### config.mk
export PLATFORM = sky130hd
export DESIGN_NAME = serializer_piso_framed
export DESIGN_NICKNAME = d
export VERILOG_FILES = /design/src/rtl/serializer_pkg.sv /design/src/rtl/shift_reg_piso_core.sv /design/src/rtl/serializer_piso_framed.sv
export SDC_FILE = /design/constraint.sdc
export NUM_CORES = 1
export LEC_CHECK = 0
export CAP_MARGIN = 20
export CORE_AREA = 2 2 39 41
export CTS_BUF_LIST = sky130_fd_sc_hd__clkbuf_16
export CTS_CLUSTER_DIAMETER = 80
export CTS_CLUSTER_SIZE = 25
export DETAILED_ROUTE_END_ITERATION = 16
export DIE_AREA = 0 0 41 43
export PLACE_DENSITY_LB_ADDON = 0.12
export SYNTH_ARGS = -nofsm -noshare
export SYNTH_HDL_FRONTEND = slang
export SYNTH_SLANG_ARGS = --single-unit
### constraint.sdc
create_clock -name clk -period 3.43 [get_ports clk]
set_clock_uncertainty 0.2 [all_clocks]
set_input_delay 0.343 -clock clk [delete_from_list [all_inputs] [get_ports clk]]
set_output_delay 0.343 -clock clk [all_outputs]
set_load 0.05 [all_outputs]
### src/rtl/serializer_pkg.sv
// Shared types and sizing helpers for the framed PISO serializer.
package serializer_pkg;

  typedef enum logic [1:0] {
    IDLE  = 2'd0,
    SHIFT = 2'd1,
    GAP   = 2'd2
  } state_t;

  localparam int DEFAULT_WIDTH = 4;

  // Bits needed to hold values 0..n-1, never less than one bit.
  function automatic int cnt_width(input int n);
    int w;
    w = $clog2(n);
    return (w < 1) ? 1 : w;
  endfunction

endpackage

### src/rtl/shift_reg_piso_core.sv
// WIDTH-bit load/shift-left register with asynchronous clear and an MSB tap.
module shift_reg_piso_core
  import serializer_pkg::*;
#(
  parameter int WIDTH = DEFAULT_WIDTH
) (
  input  logic             clk,
  input  logic             clear,
  input  logic             load,
  input  logic             shift,
  input  logic [WIDTH-1:0] load_data,
  output logic             msb
);

  logic [WIDTH-1:0] shift_reg;

  // Load wins over shift so a fresh word is never corrupted by a stale shift request.
  always_ff @(posedge clk or posedge clear) begin
    if (clear) begin
      shift_reg <= '0;
    end else if (load) begin
      shift_reg <= load_data;
    end else if (shift) begin
      shift_reg <= shift_reg << 1;
    end
  end

  assign msb = shift_reg[WIDTH-1];

endmodule

### src/rtl/serializer_piso_framed.sv
// Framed MSB-first serializer: valid/ready word intake, serial bit stream with strobes, optional gap.
module serializer_piso_framed
  import serializer_pkg::*;
#(
  parameter int WIDTH      = DEFAULT_WIDTH,
  parameter int GAP_CYCLES = 0
) (
  input  logic             clk,
  input  logic             clear,
  input  logic             load_valid,
  output logic             load_ready,
  input  logic [WIDTH-1:0] parallel_in,
  output logic             serial_out,
  output logic             bit_valid,
  output logic             frame_start,
  output logic             word_done
);

  localparam int BCW = cnt_width(WIDTH);
  localparam int GCW = cnt_width(GAP_CYCLES + 1);

  state_t         state, state_d;
  logic [BCW-1:0] bit_cnt, bit_cnt_d;
  logic [GCW-1:0] gap_cnt, gap_cnt_d;
  logic           serial_out_d, bit_valid_d, frame_start_d, word_done_d;
  logic           accept, core_load, core_shift, core_msb;

  shift_reg_piso_core #(.WIDTH(WIDTH)) u_core (
    .clk       (clk),
    .clear     (clear),
    .load      (core_load),
    .shift     (core_shift),
    .load_data (parallel_in << 1),
    .msb       (core_msb)
  );

  // NOTE: sequential state uses non-blocking assignments so every register samples pre-edge values.
  always_ff @(posedge clk or posedge clear) begin
    if (clear) begin
      state       <= IDLE;
      bit_cnt     <= '0;
      gap_cnt     <= '0;
      serial_out  <= 1'b0;
      bit_valid   <= 1'b0;
      frame_start <= 1'b0;
      word_done   <= 1'b0;
    end else begin
      state       <= state_d;
      bit_cnt     <= bit_cnt_d;
      gap_cnt     <= gap_cnt_d;
      serial_out  <= serial_out_d;
      bit_valid   <= bit_valid_d;
      frame_start <= frame_start_d;
      word_done   <= word_done_d;
    end
  end

  // NOTE: every signal gets a default before the case so no latches are inferred.
  always_comb begin
    state_d       = state;
    bit_cnt_d     = bit_cnt;
    gap_cnt_d     = gap_cnt;
    serial_out_d  = serial_out;
    bit_valid_d   = bit_valid;
    frame_start_d = 1'b0;
    word_done_d   = 1'b0;

    if (accept) begin
      state_d       = SHIFT;
      bit_cnt_d     = BCW'(WIDTH - 1);
      serial_out_d  = parallel_in[WIDTH-1];
      bit_valid_d   = 1'b1;
      frame_start_d = 1'b1;
      word_done_d   = (WIDTH == 1);
    end else begin
      unique case (state)
        IDLE: begin
          serial_out_d = 1'b0;
          bit_valid_d  = 1'b0;
        end
        SHIFT: begin
          if (bit_cnt != '0) begin
            serial_out_d = core_msb;
            bit_cnt_d    = bit_cnt - BCW'(1);
            word_done_d  = (bit_cnt == BCW'(1));
          end else if (GAP_CYCLES > 0) begin
            state_d      = GAP;
            gap_cnt_d    = GCW'(GAP_CYCLES - 1);
            serial_out_d = 1'b0;
            bit_valid_d  = 1'b0;
          end else begin
            state_d      = IDLE;
            serial_out_d = 1'b0;
            bit_valid_d  = 1'b0;
          end
        end
        GAP: begin
          serial_out_d = 1'b0;
          bit_valid_d  = 1'b0;
          if (gap_cnt == '0) state_d = IDLE;
          else               gap_cnt_d = gap_cnt - GCW'(1);
        end
        default: begin
          state_d      = IDLE;
          serial_out_d = 1'b0;
          bit_valid_d  = 1'b0;
        end
      endcase
    end
  end

  // Handshake and datapath control; the ready path chains back-to-back words only without a gap.
  always_comb begin
    load_ready = (state == IDLE) ||
                 (state == SHIFT && bit_cnt == '0 && GAP_CYCLES == 0);
    accept     = load_valid && load_ready;
    core_load  = accept;
    core_shift = !accept && (state == SHIFT) && (bit_cnt != '0);
  end

endmodule

; ---- After elaboration in Yosys (flattened, before gate mapping)
; Cells that the tools add are included.
[classes]
addsub = 2
multipliers = 0
n_div = 0
magnitude_cmp = 0
n_eq_ne = 6
n_shift = 0
muxes = 20
n_bitwise = 1
n_reduce_logical = 15
[op_table]
columns = operator, count
row1 = $mux W2, 6
row2 = $mux W1, 11
row3 = $mux W4, 2
row4 = $reduce_bool A2 Y1, 4
row5 = $ne A3 B3 Y1 const B, 2
row6 = $pmux W2 S3, 1
row7 = $eq A2 B1 Y1 const B, 2
row8 = $logic_and A1 B1 Y1, 4
row9 = $logic_not A2 Y1, 2
row10 = $reduce_and A2 Y1, 2
row11 = $reduce_and A3 Y1, 1
row12 = $eq A2 B2 Y1 const B, 1
row13 = $ne A2 B2 Y1 const B, 1
row14 = $sub A2 B1 Y2 const B, 1
row15 = $logic_not A1 Y1, 1
row16 = $logic_or A1 B1 Y1, 1
row17 = $not A1 Y1, 1
row18 = $sub A1 B1 Y1 const B, 1
[word_totals]
ff_bits = 13
latch_bits = 0
mem_bits_rw = 0
mem_bits_ro = 0
out_inout_bits = 5
wordCells = 52
memories = 0

; ---- Longest topological paths before layout
[logic_depth]
word_depth = 9
depth_mapped = 6

; ---- Cells and area by module
; A second synthesis with hierarchy kept.
[unflattened]
cells_unflattened = 45
area_unflattened_um2 = 500.5
[by_module_without_submodules]
columns = mod, instances, cells_each, area_each_um2, seq_area_each_um2
row1 = serializer_piso_framed, 1, 28, 325.3, 175.2
row2 = shift_reg_piso_core, 1, 17, 175.2, 100.1

; ---- Least setup slack after synthesis
; Ideal clock, no wire load.
[synth_timing]
path_kind = flip-flop to output port
startpoint = reg bit_cnt[0]
endpoint = out load_ready
arrival_ps = 1059
required_ps = 2887
setup_slack_ps = 1828
path_stages_with_launch = 6
n_path_buf = 1
path_cell_list = dfrtp_1 -> inv_1 -> ha_1 -> nor2b_4 -> buf_6 -> inv_2
[synth_between]
elab_chain_len = 3
[synth_lines]
columns = item, line_no
row1 = "start, declared", serializer_piso_framed.sv:23  ; logic [BCW-1:0] bit_cnt, bit_cnt_d;
row2 = "start signal, assigned", serializer_piso_framed.sv:49  ; bit_cnt <= bit_cnt_d;
row3 = $logic_not A2 Y1, serializer_piso_framed.sv:115  ; (state == SHIFT && bit_cnt == '0 && GAP_CYCLES == 0);
row4 = $logic_and A1 B1 Y1, serializer_piso_framed.sv:115
row5 = $logic_or A1 B1 Y1, serializer_piso_framed.sv:114  ; load_ready = (state == IDLE) ||
row6 = "end, declared", serializer_piso_framed.sv:11  ; output logic load_ready,
; No other way between the ends.

; ---- Worst setup path in the final report
; Ends and elaborated chain as after synthesis.

==> run_summary.xml <==
<?xml version="1.0" encoding="UTF-8"?>
<metrics>
  <group name="placed_design">
    <metric name="gp_congestion" unit="">0.655</metric>
    <metric name="detailed_place_hpwl" unit="um">547</metric>
    <metric name="worst_slack_at_placement" unit="ns">1.13</metric>
    <metric name="placement.io_buffers" unit="">11</metric>
  </group>
  <group name="synthesis">
    <metric name="dominant_cells_by_area_after_synthesis" unit="">sky130_fd_sc_hd__dfrtp_1, sky130_fd_sc_hd__mux2i_1, sky130_fd_sc_hd__o21ai_2, sky130_fd_sc_hd__ha_1, sky130_fd_sc_hd__nand2_1</metric>
    <metric name="synth_largest_area_cell" unit="">sky130_fd_sc_hd__dfrtp_1</metric>
    <metric name="synth.avg_cell_area" unit="um2">11.5</metric>
    <metric name="synth.ff_latch_count" unit="">10</metric>
    <metric name="synthDominantCellAreaShare" unit="%">56.0</metric>
    <metric name="synth.distinct_cells" unit="">16</metric>
    <metric name="yosys_warnings" unit="">0</metric>
    <metric name="synth_cells" unit="">39</metric>
    <metric name="synth_sequential_area_ratio" unit="%">56.0</metric>
    <metric name="syn_area" unit="um2">447</metric>
    <metric name="syn-num-nets" unit="">48</metric>
  </group>
  <group name="global_route">
    <metric name="groute.usage.overall" unit="%">11.4</metric>
    <metric name="grt_pass1_wl" unit="mm">1.33</metric>
    <metric name="number_of_global_route_vias_before_repair" unit="">329</metric>
    <metric name="gr-total-overflow" unit="">0</metric>
    <metric name="grt_max_degree" unit="">16</metric>
    <metric name="antenna_found_initial" unit="">0</metric>
  </group>
  <group name="drt">
    <metric name="drt-total-wl" unit="um">717</metric>
    <metric name="total_vias_in_the_final_route" unit="">308</metric>
    <metric name="vias_per_cell" unit="">4.60</metric>
    <metric name="drt_iter0_markers" unit="">3</metric>
    <metric name="post-route-drc-count" unit="">0</metric>
    <metric name="drt_first_pass_iters" unit="">3</metric>
    <metric name="drtAntennaViolNets" unit="">0</metric>
    <metric name="route.detailed.wl_per_inst" unit="um">10.7</metric>
  </group>
  <group name="critical_path">
    <metric name="start_kind" unit="">flop</metric>
    <metric name="crit_path_max_fanout" unit="">15</metric>
    <metric name="r2r_end" unit="">bit_valid$_DFFE_PP0P_</metric>
    <metric name="setup_cp_type" unit="">reg -&gt; out</metric>
    <metric name="worstPathArrival" unit="ns">1.99</metric>
    <metric name="timing.critical_path.from" unit="">bit_cnt[0]$_DFFE_PP0P_</metric>
    <metric name="worst_r2r_path_depth" unit="">5</metric>
    <metric name="crit_required" unit="ns">2.89</metric>
    <metric name="reg2reg_slack" unit="ns">1.84</metric>
    <metric name="endpoint_kind" unit="">output port</metric>
    <metric name="rr_startpoint" unit="">bit_cnt[0]$_DFFE_PP0P_</metric>
    <metric name="crit_path_end" unit="">load_ready</metric>
  </group>
  <group name="clocking">
    <metric name="cts_setup_buffers" unit="">0</metric>
    <metric name="cts.path.max_buffers" unit="">2</metric>
    <metric name="numClockSinks" unit="">10</metric>
    <metric name="cts-hold-fix-buffers" unit="">0</metric>
    <metric name="postCtsResizedCells" unit="">0</metric>
    <metric name="clk_transition_reported_paths" unit="ns">0.04</metric>
    <metric name="clk_lat_worst_skew" unit="ns">0.23</metric>
    <metric name="tritoncts.num_buffers" unit="">3</metric>
    <metric name="cts-htree-levels" unit="">1</metric>
    <metric name="tritoncts" unit="">done</metric>
    <metric name="clockRootBuffer" unit="">sky130_fd_sc_hd__clkbuf_16</metric>
  </group>
  <group name="timing">
    <metric name="fin_ws" unit="ns">0.900</metric>
    <metric name="report.final.slew_viol_count" unit="">0</metric>
    <metric name="period_needed" unit="ns">2.53</metric>
    <metric name="hold_slack" unit="ns">0.197</metric>
    <metric name="final_setup_violation_count" unit="">0</metric>
    <metric name="finalHoldViolCount" unit="">0</metric>
    <metric name="worst_slew_pin_slew" unit="ns">0.497</metric>
    <metric name="rsz0062_at_grt" unit="">no</metric>
    <metric name="max-slew-margin-rel" unit="%">66.8</metric>
    <metric name="finalCritPeriodShare" unit="%">73.7</metric>
    <metric name="max_clock_freq" unit="MHz">395</metric>
    <metric name="fin_setup_tns" unit="ns">0</metric>
  </group>
  <group name="pwr">
    <metric name="worst_ir_drop_vdd" unit="uV">512</metric>
    <metric name="static-leakage-power" unit="nW">0.308</metric>
    <metric name="share_clk_of_total_power" unit="%">28.9</metric>
    <metric name="sw_frac_of_total" unit="%">37.8</metric>
    <metric name="report.power.total" unit="uW">679</metric>
    <metric name="gate_power_share" unit="%">43.0</metric>
    <metric name="intPower" unit="uW">422</metric>
    <metric name="net-switching-power" unit="uW">256</metric>
    <metric name="share_seq_of_total_power" unit="%">28.1</metric>
    <metric name="pwr_density_cell" unit="nW/um2">1070</metric>
  </group>
  <group name="outcome">
    <metric name="outcome" unit="">completed</metric>
  </group>
  <group name="die">
    <metric name="coreArea" unit="um2">1380</metric>
    <metric name="design.die.area" unit="um2">1760</metric>
    <metric name="initial_utilization" unit="%">32.3</metric>
    <metric name="die_width" unit="um">41</metric>
    <metric name="ioPinCount" unit="">12</metric>
    <metric name="floorplan.rows" unit="">14</metric>
    <metric name="die_h" unit="um">43</metric>
  </group>
  <group name="cells_and_area">
    <metric name="design.final.nets" unit="">62</metric>
    <metric name="layout.core_utilization" unit="%">45.8</metric>
    <metric name="max_ffs_per_register" unit="">3</metric>
    <metric name="multi_input_area" unit="um2">163</metric>
    <metric name="register_area" unit="um2">250</metric>
    <metric name="nFillCells" unit="">143</metric>
    <metric name="antenna_cells_inserted" unit="">0</metric>
    <metric name="area_growth" unit="%">41.7</metric>
    <metric name="post_route_cells_drive_above_1_share" unit="%">15.7</metric>
  </group>
  <group name="flow_run">
    <metric name="cap_viol_max_count" unit="">0</metric>
  </group>
  <group name="worst_hold_path">
    <metric name="worstHoldPathType" unit="">in -&gt; async</metric>
  </group>
</metrics>
==> logic make-up after synthesis <==
logic type,synth area share (%)
adder cells (fa/ha/maj),5.60
multiplexers,6.72
buffers and inverters,7.56
AO/OA/AOI/OAI,10.9
AND/OR/NAND/NOR,13.2
flip-flops,56.0
==> power groups by stage <==
stage          sequential (mW)  combinational [mW]  clock (mW)
4_1_cts                  0.192               0.298       0.201
3_3_place_gp             0.191               0.288           0
5_1_grt                  0.197               0.319       0.205
6_report                 0.191               0.292       0.196
3_5_place_dp             0.193               0.297           0
2_1_floorplan            0.262               0.157           0
==> per-stage QoR <==
stage / instances / area [um2]
6_report: 67 / 633
2_1_floorplan: 39 / 447
4_1_cts: 67 / 633
3_5_place_dp: 64 / 558
3_3_place_gp: 64 / 558
5_1_grt: 67 / 633
==> area by class of cell <==
class	instances	share of cell area, %
repair buffers	11	17.4
well taps	16	3.16
flip-flops and latches	10	39.5
clock buffers	3	11.9
multi-input cells	23	25.7
inverters	4	2.37
==> worst max-delay path: stages, from the launching register on <==
cell	delay (ns)
sky130_fd_sc_hd__dfrtp_1	0.39
sky130_fd_sc_hd__inv_1	0.06
sky130_fd_sc_hd__ha_1	0.24
sky130_fd_sc_hd__nor2b_4	0.33
sky130_fd_sc_hd__inv_2	0.04
sky130_fd_sc_hd__clkdlybuf4s50_1	0.70
==> cells in the final DEF, fill, tap and decap left out <==
cell / netlist / layout
sky130_fd_sc_hd__inv_2: 1 / 1
sky130_fd_sc_hd__nor2_1: 1 / 1
sky130_fd_sc_hd__nor2b_1: 1 / 1
sky130_fd_sc_hd__clkbuf_16: 0 / 3
sky130_fd_sc_hd__dfrtp_1: 10 / 10
sky130_fd_sc_hd__nor2b_4: 1 / 1
sky130_fd_sc_hd__a21o_1: 1 / 1
sky130_fd_sc_hd__or2_1: 1 / 1
sky130_fd_sc_hd__clkdlybuf4s50_1: 0 / 11
sky130_fd_sc_hd__a21oi_1: 3 / 3
sky130_fd_sc_hd__ha_1: 2 / 2
sky130_fd_sc_hd__mux2i_1: 3 / 3
sky130_fd_sc_hd__nor3_1: 2 / 2
sky130_fd_sc_hd__inv_1: 3 / 3
sky130_fd_sc_hd__o21ai_2: 3 / 3
sky130_fd_sc_hd__nand2_1: 5 / 5
==> Yosys cell counts <==
library cell and number:
sky130_fd_sc_hd__nor2b_1 1, sky130_fd_sc_hd__nand2_1 5, sky130_fd_sc_hd__buf_4 1, sky130_fd_sc_hd__o21ai_2 3, sky130_fd_sc_hd__inv_1 3, sky130_fd_sc_hd__buf_6 1
sky130_fd_sc_hd__nor2_1 1, sky130_fd_sc_hd__or2_1 1, sky130_fd_sc_hd__nor3_1 2, sky130_fd_sc_hd__inv_2 1, sky130_fd_sc_hd__a21o_1 1, sky130_fd_sc_hd__nor2b_4 1
sky130_fd_sc_hd__a21oi_1 3, sky130_fd_sc_hd__ha_1 2, sky130_fd_sc_hd__dfrtp_1 10, sky130_fd_sc_hd__mux2i_1 3
==> worst min path at each step <==
stage                                                from  cells past startpoint                               to  slack [ns]
after global routing                                clear                      2            frame_start$_DFF_PP0_        0.24
after floorplan                                     clear                      1           bit_cnt[0]$_DFFE_PP0P_       -0.02
after CTS                                           clear                      2            frame_start$_DFF_PP0_        0.21
after detailed placement  u_core.shift_reg[2]$_DFFE_PP0P_                      2  u_core.shift_reg[3]$_DFFE_PP0P_        0.26
after global placement    u_core.shift_reg[1]$_DFFE_PP0P_                      2  u_core.shift_reg[2]$_DFFE_PP0P_        0.26
final                                               clear                      2            frame_start$_DFF_PP0_        0.20
==> routing by layer <==
metal | vias up | track usage (%) | share of wire (%)
met2 | 6 | 17.2 | 54
met3 | 2 | 1.57 | 3.3
li1 | 149 | - | -
met1 | 151 | 14.0 | 42
met5 | - | 0 | 0
met4 | 0 | 8.00 | 0.56
No activity file was read; power rests on OpenSTA's default activity.
